==> src/rtl/reg_access_pkg.sv <==
// Shared encodings for the register-bank access controller.
// Operation codes, FSM states and register index constants.
package reg_access_pkg;

  typedef enum logic [1:0] {
    OP_READ  = 2'b00,
    OP_WRITE = 2'b01,
    OP_INC   = 2'b10,
    OP_DEC   = 2'b11
  } op_t;

  typedef enum logic [1:0] {
    S_IDLE = 2'b00,
    S_RD   = 2'b01,
    S_WR   = 2'b10,
    S_RSP  = 2'b11
  } state_t;

  localparam int unsigned REG_PC   = 0;
  localparam int unsigned REG_SP   = 1;
  localparam int unsigned REG_DPTR = 2;
  localparam int unsigned REG_A    = 3;
  localparam int unsigned REG_AVI  = 4;
  localparam int unsigned REG_TEMP = 5;
  localparam int unsigned REG_CTE1 = 6;
  localparam int unsigned REG_BUSA = 7;

endpackage

==> src/rtl/reg_incdec.sv <==
// Combinational +1/-1 modulo 2^DATA_WIDTH with a wrap-around flag.
module reg_incdec #(
  parameter int unsigned DATA_WIDTH = 8
) (
  input  logic [DATA_WIDTH-1:0] a,
  input  logic                  dec,
  output logic [DATA_WIDTH-1:0] y,
  output logic                  wrap
);

  localparam logic [DATA_WIDTH-1:0] ONE  = DATA_WIDTH'(1);
  localparam logic [DATA_WIDTH-1:0] ZERO = '0;
  localparam logic [DATA_WIDTH-1:0] ONES = '1;

  assign y    = dec ? (a - ONE) : (a + ONE);
  assign wrap = dec ? (a == ZERO) : (a == ONES);

endmodule

==> src/rtl/reg_access_ctrl.sv <==
// Initiator-side controller sequencing READ/WRITE/INC/DEC on the register bank.
// Optional write protection of CTE1 (address 6) under `REG_ACCESS_WPROT_EN.
module reg_access_ctrl
  import reg_access_pkg::*;
#(
  parameter int unsigned DATA_WIDTH = 8,
  parameter int unsigned ADDR_WIDTH = 3
) (
  input  logic                  clk,
  input  logic                  rst,
  input  logic                  req_valid,
  output logic                  req_ready,
  input  logic [1:0]            req_op,
  input  logic [ADDR_WIDTH-1:0] req_addr,
  input  logic [DATA_WIDTH-1:0] req_data,
  output logic                  rsp_valid,
  input  logic                  rsp_ready,
  output logic [DATA_WIDTH-1:0] rsp_data,
  output logic                  rsp_wrap,
  output logic                  rsp_err,
  output logic [ADDR_WIDTH-1:0] rb_r_addr,
  input  logic [DATA_WIDTH-1:0] rb_busB,
  output logic                  rb_wr_en,
  output logic [ADDR_WIDTH-1:0] rb_w_addr,
  output logic [DATA_WIDTH-1:0] rb_w_data
);

  state_t                state;
  op_t                   op_q;
  logic [ADDR_WIDTH-1:0] addr_q;
  logic [DATA_WIDTH-1:0] data_q;
  logic                  wrap_q;
  logic                  err_q;

  logic [DATA_WIDTH-1:0] incdec_y;
  logic                  incdec_wrap;
  logic                  prot_req;
  logic                  prot_q;

  reg_incdec #(
    .DATA_WIDTH(DATA_WIDTH)
  ) u_incdec (
    .a    (rb_busB),
    .dec  (op_q == OP_DEC),
    .y    (incdec_y),
    .wrap (incdec_wrap)
  );

  // Modifying accesses to CTE1 are refused when protection is built in.
`ifdef REG_ACCESS_WPROT_EN
  assign prot_req = (req_addr == ADDR_WIDTH'(REG_CTE1)) && (op_t'(req_op) != OP_READ);
  assign prot_q   = (addr_q == ADDR_WIDTH'(REG_CTE1)) && (op_q != OP_READ);
`else
  assign prot_req = 1'b0;
  assign prot_q   = 1'b0;
`endif

  // Handshake and write strobe decode from state; rst gates them so a
  // reset landing in WR can never let the bank write.
  assign req_ready = (state == S_IDLE) && !rst;
  assign rsp_valid = (state == S_RSP) && !rst;
  assign rb_wr_en  = (state == S_WR) && !rst;

  assign rb_r_addr = addr_q;
  assign rb_w_addr = addr_q;
  assign rb_w_data = data_q;
  assign rsp_data  = data_q;
  assign rsp_wrap  = wrap_q;
  assign rsp_err   = err_q;

  always_ff @(posedge clk) begin
    if (rst) begin
      state  <= S_IDLE;
      op_q   <= OP_READ;
      addr_q <= '0;
      data_q <= '0;
      wrap_q <= 1'b0;
      err_q  <= 1'b0;
    end else begin
      case (state)
        S_IDLE: begin
          if (req_valid) begin
            op_q   <= op_t'(req_op);
            addr_q <= req_addr;
            data_q <= req_data;
            wrap_q <= 1'b0;
            err_q  <= 1'b0;
            if (op_t'(req_op) != OP_WRITE) begin
              state <= S_RD;
            end else if (prot_req) begin
              data_q <= '0;
              err_q  <= 1'b1;
              state  <= S_RSP;
            end else begin
              state <= S_WR;
            end
          end
        end
        S_RD: begin
          if (op_q == OP_READ) begin
            data_q <= rb_busB;
            state  <= S_RSP;
          end else if (prot_q) begin
            data_q <= rb_busB;
            wrap_q <= 1'b0;
            err_q  <= 1'b1;
            state  <= S_RSP;
          end else begin
            data_q <= incdec_y;
            wrap_q <= incdec_wrap;
            state  <= S_WR;
          end
        end
        S_WR: begin
          state <= S_RSP;
        end
        S_RSP: begin
          if (rsp_ready) begin
            state <= S_IDLE;
          end
        end
        default: begin
          state <= S_IDLE;
        end
      endcase
    end
  end

endmodule

==> config.mk <==
export PLATFORM = sky130hd
export DESIGN_NAME = reg_access_ctrl
export DESIGN_NICKNAME = d
export VERILOG_FILES = /design/src/rtl/reg_access_pkg.sv /design/src/rtl/reg_incdec.sv /design/src/rtl/reg_access_ctrl.sv
export SDC_FILE = /design/constraint.sdc
export NUM_CORES = 1
export LEC_CHECK = 0
export BUFFER_PORTS_ARGS = -buffer_cell sky130_fd_sc_hd__buf_2
export CAP_MARGIN = 10
export CORE_MARGIN = 5
export CORE_UTILIZATION = 53
export DETAILED_ROUTE_END_ITERATION = 7
export PLACE_DENSITY = 0.95
export SLEW_MARGIN = 5
export SYNTH_ARGS = -nofsm -noshare
export SYNTH_HDL_FRONTEND = slang
export SYNTH_HIERARCHICAL = 1
export SYNTH_SLANG_ARGS = --single-unit
==> constraint.sdc <==
create_clock -name clk -period 4.45 [get_ports clk]
set_input_delay 0.445 -clock clk [delete_from_list [all_inputs] [get_ports clk]]
set_output_delay 0.445 -clock clk [all_outputs]
set_load 0.03 [all_outputs]
# == Word-level counts from Yosys, hierarchy flattened ==
# Cells that the tools add are included.
# word_totals
output_inout_bits,27
in_bits,25
register_bits,16
elab_cells,41
# op_classes
addsub,2
n_mux,13
eq_ne,9
reduce_logical,12
# op_table
op,n
$mux 8,3
$pmux 8 s2,1
$add 8x1->8 const B,1
$eq 8x8->1 const B,1
$logic_not 8->1,1
$pmux 2 s4,1
$sub 8x1->8 const B,1
$eq 2x2->1 const B,3
$mux 2,3
$ne 2x2->1 const B,3
$reduce_and 2->1,3
$logic_not 2->1,2
$mux 1,4
$logic_and 1x1->1,3
$reduce_and 3->1,1
$eq 2x1->1 const B,1
$ne 2x1->1 const B,1
$pmux 1 s2,1
$reduce_bool 2->1,1
$logic_not 1->1,1

# == Logic depth before layout (Yosys ltp) ==
# Gate-level depths: netlist (run 1).
# logic_depth
word_depth,4
mapped_depth,9
ltp_nobuf,9

# == Modules after synthesis ==
# The synthesis (run 1) kept the hierarchy.
# by_module_without_submodules
mod,cells_each,area_each_um2,seq_area_each_um2,instances
reg_access_ctrl,126,997.2,320.3,1
reg_incdec,48,362.8,0.0,1

# == Least setup slack after synthesis (run 1) ==
# Ideal clock, no wire load.
# synth_timing
path_kind,register to register
startpoint,register op_q[0]
endpoint,register data_q[6] (netlist: rb_w_data[6])
path_buffers,0
path_stages_with_launch,9
required_time_ns,4.390
period_less_slack_ns,2.023
setup_time_ns,0.060
t_arrival_ns,1.963
setup_slack_ns,2.427
cell_sequence,dfxtp_1 > and2_1 > ha_1 > nor2b_1 > o31a_1 > o311ai_1 > nand2_1 > a31oi_1 > a22o_1
# synth_via
elab_chain_cells,4
word_cells_on_any_way,5
classes_between,1 x eq/ne; 3 x mux; 1 x reduce/logical
# synth_lines
item,line_no,rtl
from (decl),reg_access_ctrl.sv:29,op_t op_q;
from (signal assigned),reg_access_ctrl.sv:83,op_q <= op_t'(req_op);
$eq 2x2->1,reg_access_ctrl.sv:44,".dec (op_q == OP_DEC),"
$mux 8,reg_incdec.sv:15,assign y = dec ? (a - ONE) : (a + ONE);
net incdec_y[6],reg_access_ctrl.sv:35,logic [DATA_WIDTH-1:0] incdec_y;
$mux 8,reg_access_ctrl.sv:100,if (op_q == OP_READ) begin
$pmux 8 s2,reg_access_ctrl.sv:80,case (state)
to (signal assigned),reg_access_ctrl.sv:85,data_q <= req_data;
to (signal assigned),reg_access_ctrl.sv:101,data_q <= rb_busB;
to (signal assigned),reg_access_ctrl.sv:104,data_q <= rb_busB;
to (decl),reg_access_ctrl.sv:31,logic [DATA_WIDTH-1:0] data_q;
# The timed path passes the listed nets, and every way through them passes these cells.
# A chain may end at the register's enable or synchronous reset.

# == Worst setup path in the final report (run 1) ==
# Ends and elaborated chain as after synthesis.

==> run_results.csv, run 1 <==
group,metric,value,unit
synthesis,synth_top_flop_cell,"dfxtp_1",
clocking,clk_pin_slew,0.11,ns
sta,holdWs,0.383,ns
synthesis,synthArstFlopShare,0,
run_status,outcome,"finished, final reports clean",
finish,antenna_cells,0,
synthesis,synth_top_family_by_area,"compound AO/OA/AOI/OAI gates",
route,drt-total-wl,3290,µm
place,portBuffers,50,
place,dp_slack,2.20,ns
clocking,cts_buffer_depth,2,
route,drc,0,
sta,max_slew_margin,0.618,
synthesis,postSynthCellCount,174,
synthesis,synth_seq_area_share,0.236,
finish,final_cell_mix,"buf_2 (50), nand2_1 (26), dfxtp_1 (16)",
finish,area_growth,13.8,%
setup_path,cp-start-kind,"register",
clocking,cts_tree,"done",
place,globalplace.congestion,0.907,
setup_path,critical_path.max_stage_delay,0.39,ns
setup_path,cp.depth,8,
setup_path,crit_fanout,10,
power_and_ir_drop,cellLeakagePower,0.787,nW
synthesis,synth_cell_types,44,
synthesis,syn_area,1360,µm²
setup_path,worstSetupEndpointType,"register",
route,via_per_inst,5.67,
route,routedWlPerCell,13.8,µm
floorplanning,dieArea,3680,µm²
floorplanning,coreArea,2450,µm²
floorplanning,die_x,60.7,µm
setup_path,worstPathArrival,2.56,ns
grt,antenna_found_initial,0,
sta,max_freq,0.433,GHz
synthesis,synth.avg_cell_area,7.82,µm²
place,hpwl,2600,µm
power_and_ir_drop,p_per_area,555,nW/µm²
sta,finalSetupTns,0,ns
floorplanning,start_util,0.554,
setup_path,r2r_cells,8,
setup_path,path_class,"reg -> reg",
sta,setup_slack,2.14,ns
grt,grt_max_degree,19,
grt,grt_pass1_vias,1186,
route,drt_iter0_drc,48,
synthesis,synth-edff-count,0,
route,vias,1355,
setup_path,critical_path.top_delay_family,"compound AO/OA/AOI/OAI gates",
grt,grt_pass1_wl,5190,µm
clocking,numCtsBuffers,3,
finish,final.fill_count,226,
clocking,cts_root_buf,"clkbuf_4",
finish,fin_nets,248,
floorplanning,row_count,18,
job,max_cap_viol_count,0,
synthesis,synthXorXnorAreaFrac,0.0258,
grt,track_usage,0.182,
finish,fin_util,0.630,
sta,rsz0062_at_grt,"false",
synthesis,yosys.area_share.adder,0.125,
power_and_ir_drop,finalPower,0.858,mW
grt,overflow,0,
finish,layout_commonest_cell,"buf_2",
floorplanning,dieHeight,60.7,µm
synthesis,yosys.area_share.simple,0.233,
clocking,cts.sinks,16,
setup_path,path_cells,"and2_1, ha_1, nor2b_1, o31a_1, o311ai_1, nand2_1, a31oi_1, a22o_1",
synthesis,synth_nets,212,
setup_path,cp_slowest_cell,"dfxtp_1",
sta,worst_pin_slew,0.574,ns
finish,drive_above_1_share,0.282,
setup_path,r2r_slack,2.14,ns
sta,fin_skew,0.00441,ns
sta,hold_viol,0,
synthesis,synthMuxAreaShare,0.0147,
setup_path,worstPathRequired,4.70,ns
clocking,htree_levels,1,
synthesis,yosysWarnings,6,
clocking,cts_setup_buffers,0,
clocking,clkLatencyLatePin,0.30,ns
floorplanning,io_pins,52,
synthesis,synth-compound-area-share,0.241,
route,drt-pass1-iter-count,4,
synthesis,ys_ff_latch,16,
route,drtAntennaViolNets,0,
sta,setup-violations-final,0,
clocking,holdBufCountCts,0,
sta,maxSlewViolCount,0,
worst_hold_path,min_delay_path_depth,3,
clocking,cts_resized,0,
setup_path,critPathBufInv,0,
sta,finalCritPeriodShare,0.519,
sta,period_needed,2.31,ns
power_and_ir_drop,vdd_drop_max,0.326,mV
worst_hold_path,hp-class,"in -> reg",
-- area by class of cell --
type	count	area (µm²)	area share
clock buffer	4	36.3	0.0234
sequential	16	320	0.207
inverter	8	30.0	0.0194
timing repair buffer	50	250	0.162
multi-input combinational	131	873	0.564
tap	30	37.5	0.0243
-- sequential cells by signal, indices dropped and copies added (netlist names) --
| name | count |
|---|---|
| op_q | 2 |
| rb_r_addr | 3 |
| rb_w_data | 8 |
| rsp_wrap | 1 |
| state | 2 |
-- synth_stat cells, types with 2 or more instances --
master | number | area share
xnor2_1 | 2 | 0.013
mux2i_1 | 2 | 0.015
nor2b_1 | 6 | 0.028
nand2b_1 | 3 | 0.014
dfxtp_1 | 16 | 0.24
nor2_1 | 12 | 0.033
a22o_1 | 8 | 0.052
xor2_1 | 2 | 0.013
nand3_1 | 5 | 0.018
and2_1 | 2 | 0.0092
a311oi_1 | 2 | 0.013
a31oi_1 | 8 | 0.037
o211ai_1 | 3 | 0.017
o21ai_0 | 2 | 0.0074
ha_1 | 12 | 0.11
buf_4 | 12 | 0.066
inv_1 | 8 | 0.022
a21o_1 | 2 | 0.011
nand2_1 | 26 | 0.072
buf_2 | 4 | 0.015
a21oi_1 | 13 | 0.048
buf_6 | 2 | 0.017
-- report_power, final --
part	switching, mW	leakage [nW]	total (mW)	internal [mW]
Clock	0.0532	0.0210	0.103	0.0500
Combinational	0.352	0.634	0.528	0.176
Sequential	0.0368	0.132	0.227	0.190
Total	0.442	0.787	0.858	0.416
-- worst register-to-register path: cells and delay by family, from the launching register on --
kind,cells,cell delay [ns]
adder cells (fa/ha/maj),1,0.36
AO/OA/AOI/OAI,4,0.87
AND/OR/NAND/NOR,3,0.64
flip-flops,1,0.39
-- cells by family (layout without fill, tap and decap cells) --
logic type,Yosys count,count (layout)
buffers and inverters,27,62
other,1,1
AOI/OAI and AO/OA,47,47
adders and majority gates,13,13
muxes,2,2
xor gates and xnor gates,4,4
and+or+nand+nor,64,64
DFF,16,16
-- metal layers --
metal,share of wire,track usage
met5,0,0
met1,0.41,0.233
met4,0.0076,0.0557
met2,0.50,0.322
met3,0.082,0.0170
-- worst paths after layout --
| check | to | startpoint |
|---|---|---|
| max | rb_w_data[6] | op_q[0] |
| min | rb_r_addr[1] | req_addr[1] |
| max reg2reg | rb_w_data[6] | op_q[0] |
| min reg2reg | rb_r_addr[1] | rb_r_addr[1] |
-- per-stage QoR --
step / instances / area, µm²
floorplan: 174 / 1360
global placement: 235 / 1510
detailed placement: 235 / 1510
CTS: 239 / 1550
global route: 239 / 1550
finish: 239 / 1550
Power figures use the tool's default switching activity.
==> run 2: changes to the inputs <==
--- a/config.mk
+++ b/config.mk
@@ -8,9 +8,9 @@
 export BUFFER_PORTS_ARGS = -buffer_cell sky130_fd_sc_hd__buf_2
 export CAP_MARGIN = 10
 export CORE_MARGIN = 5
-export CORE_UTILIZATION = 53
+export CORE_UTILIZATION = 49
 export DETAILED_ROUTE_END_ITERATION = 7
-export PLACE_DENSITY = 0.95
+export PLACE_DENSITY = 0.9
 export SLEW_MARGIN = 5
 export SYNTH_ARGS = -nofsm -noshare
 export SYNTH_HDL_FRONTEND = slang
==> constraint.sdc (replaced) <==
create_clock -name clk -period 2.2 [get_ports clk]
set_input_delay 0.22 -clock clk [delete_from_list [all_inputs] [get_ports clk]]
set_output_delay 0.22 -clock clk [all_outputs]
set_load 0.03 [all_outputs]
==> run 2 against run 1 <==
Highest routed layer unchanged. Setup slack worse by 2.0 ns. Largest cell class unchanged. Critical endpoint unchanged. First-iteration DRC count up 8.3%. Sequential share of layout area is 0.28 points lower. Largest power group unchanged. Register-to-register slack lost 2.0 ns.
==> run_results.csv, run 2 (same netlist as run 1, synthesis figures left out) <==
group,metric,value,unit
sta,max_slew_margin,0.623,
place,hpwl,2560,µm
setup_path,critical_path.top_delay_family,"compound AO/OA/AOI/OAI gates",
clocking,cts_setup_buffers,0,
place,portBuffers,50,
setup_path,r2r_cells,8,
grt,grt_max_degree,19,
setup_path,critPathBufInv,0,
power_and_ir_drop,p_clk_frac,0.113,
clocking,clk_pin_slew,0.10,ns
sta,finalCritPeriodShare,0.933,
finish,area_growth,15.8,%
sta,period_needed,2.05,ns
clocking,cts.sinks,16,
sta,maxSlewViolCount,0,
grt,grt_pass1_vias,1144,
sta,hold_viol,0,
power_and_ir_drop,finalPower,1.72,mW
power_and_ir_drop,switching_power,0.873,mW
setup_path,worstPathRequired,2.43,ns
floorplanning,dieArea,3930,µm²
floorplanning,coreArea,2710,µm²
route,drt-pass1-iter-count,4,
grt,antenna_found_initial,0,
grt,track_usage,0.152,
sta,setup_slack,0.147,ns
clocking,cts_buffer_depth,2,
clocking,numCtsBuffers,3,
grt,grt_pass1_wl,5180,µm
run_status,outcome,"finished, final reports clean",
finish,final.fill_count,254,
finish,fin_util,0.581,
worst_hold_path,min_delay_path_depth,3,
clocking,clkLatencyLatePin,0.28,ns
route,drtAntennaViolNets,0,
finish,final_cell_mix,"buf_2 (50), nand2_1 (26), dfxtp_1 (15)",
setup_path,critical_path.max_stage_delay,0.39,ns
floorplanning,die_x,62.7,µm
setup_path,worstSetupEndpointType,"register",
setup_path,cp.depth,8,
floorplanning,dieHeight,62.7,µm
power_and_ir_drop,cellLeakagePower,0.801,nW
power_and_ir_drop,power.internal,0.847,mW
clocking,cts_tree,"done",
route,routedWlPerCell,12.9,µm
sta,fin_skew,0.00124,ns
finish,largest_reg_flops,8,
clocking,cts_root_buf,"clkbuf_4",
clocking,htree_levels,1,
sta,setup-violations-final,0,
route,drt-total-wl,3110,µm
place,placed_area,1520,µm²
place,dp_slack,-0.0404,ns
floorplanning,row_count,19,
setup_path,cp-start-kind,"register",
floorplanning,io_pins,52,
worst_hold_path,hp-class,"in -> reg",
finish,antenna_cells,0,
finish,fin_nets,249,
setup_path,worstPathArrival,2.28,ns
setup_path,path_cells,"and2_4, ha_1, nor2b_2, o31a_1, o311ai_2, nand2_1, a31oi_1, a22o_1",
job,max_cap_viol_count,0,
route,drt_iter0_drc,52,
power_and_ir_drop,swShare,0.508,
finish,post-route-cell-area,1580,µm²
sta,rsz0062_at_grt,"false",
floorplanning,start_util,0.502,
route,via_per_inst,5.43,
finish,drive_above_1_share,0.310,
grt,overflow,0,
setup_path,cp_slowest_cell,"dfxtp_1",
clocking,holdBufCountCts,0,
sta,max_freq,0.487,GHz
place,globalplace.congestion,0.955,
route,drc,0,
finish,layout_commonest_cell,"buf_2",
sta,finalSetupTns,0,ns
sta,worst_pin_slew,0.565,ns
setup_path,path_class,"reg -> reg",
power_and_ir_drop,vdd_drop_max,0.874,mV
power_and_ir_drop,combPwrFrac,0.619,
setup_path,crit_fanout,10,
route,vias,1309,
power_and_ir_drop,p_seq_frac,0.268,
power_and_ir_drop,p_per_area,1090,nW/µm²
## run 2: timing repair
action	4_1_cts	5_1_grt
hold endpoints to repair	0	0
resized for setup	1	6
pin swaps	0	0
setup endpoints to repair	4	4
## run 2: final timing paths
path,startpoint,endpoint,slack [ns]
worst min-delay path,req_addr[0],rb_r_addr[0],0.19
worst min register to register,rb_r_addr[0],rb_r_addr[0],0.48
worst max register to register,op_q[0],rb_w_data[6],0.15
worst max-delay path,op_q[0],rb_w_data[6],0.15
## run 2: area by class of cell
type                            count  area [µm²]  share of cell area
Inverter                            8        30.0              0.0191
Timing Repair Buffer               51         258               0.164
Sequential cell                    16         322               0.204
Tap cell                           31        38.8              0.0246
Clock buffer                        4        36.3              0.0230
Multi-Input combinational cell    131         891               0.566
## run 2: layer usage
layer  vias up  wire length [µm]  track usage
met5         -                 0            0
met4         0                18       0.0318
li1        674                 -            -
met1       590              1410        0.205
met2        43              1520        0.255
met3         2               152       0.0234
## run 2: stage by stage
stage	hold WS, ns	cells
floorplan	0.367	174
global placement	0.456	237
finish	0.187	241
CTS	0.179	241
global route	0.168	241
detailed placement	0.467	237
## run 2: power by group through the flow
stage,Combinational [mW],Sequential [mW],Clock [mW]
global route,1.17,0.482,0.214
CTS,1.06,0.462,0.200
finish,1.06,0.462,0.194
detailed placement,1.06,0.471,0
floorplan,0.789,0.602,0
global placement,1.04,0.463,0
## run 2: tightest hold or removal path, stage by stage
cell	delay [ns]
buf_2	0.10
nand3_1	0.05
a21oi_1	0.05
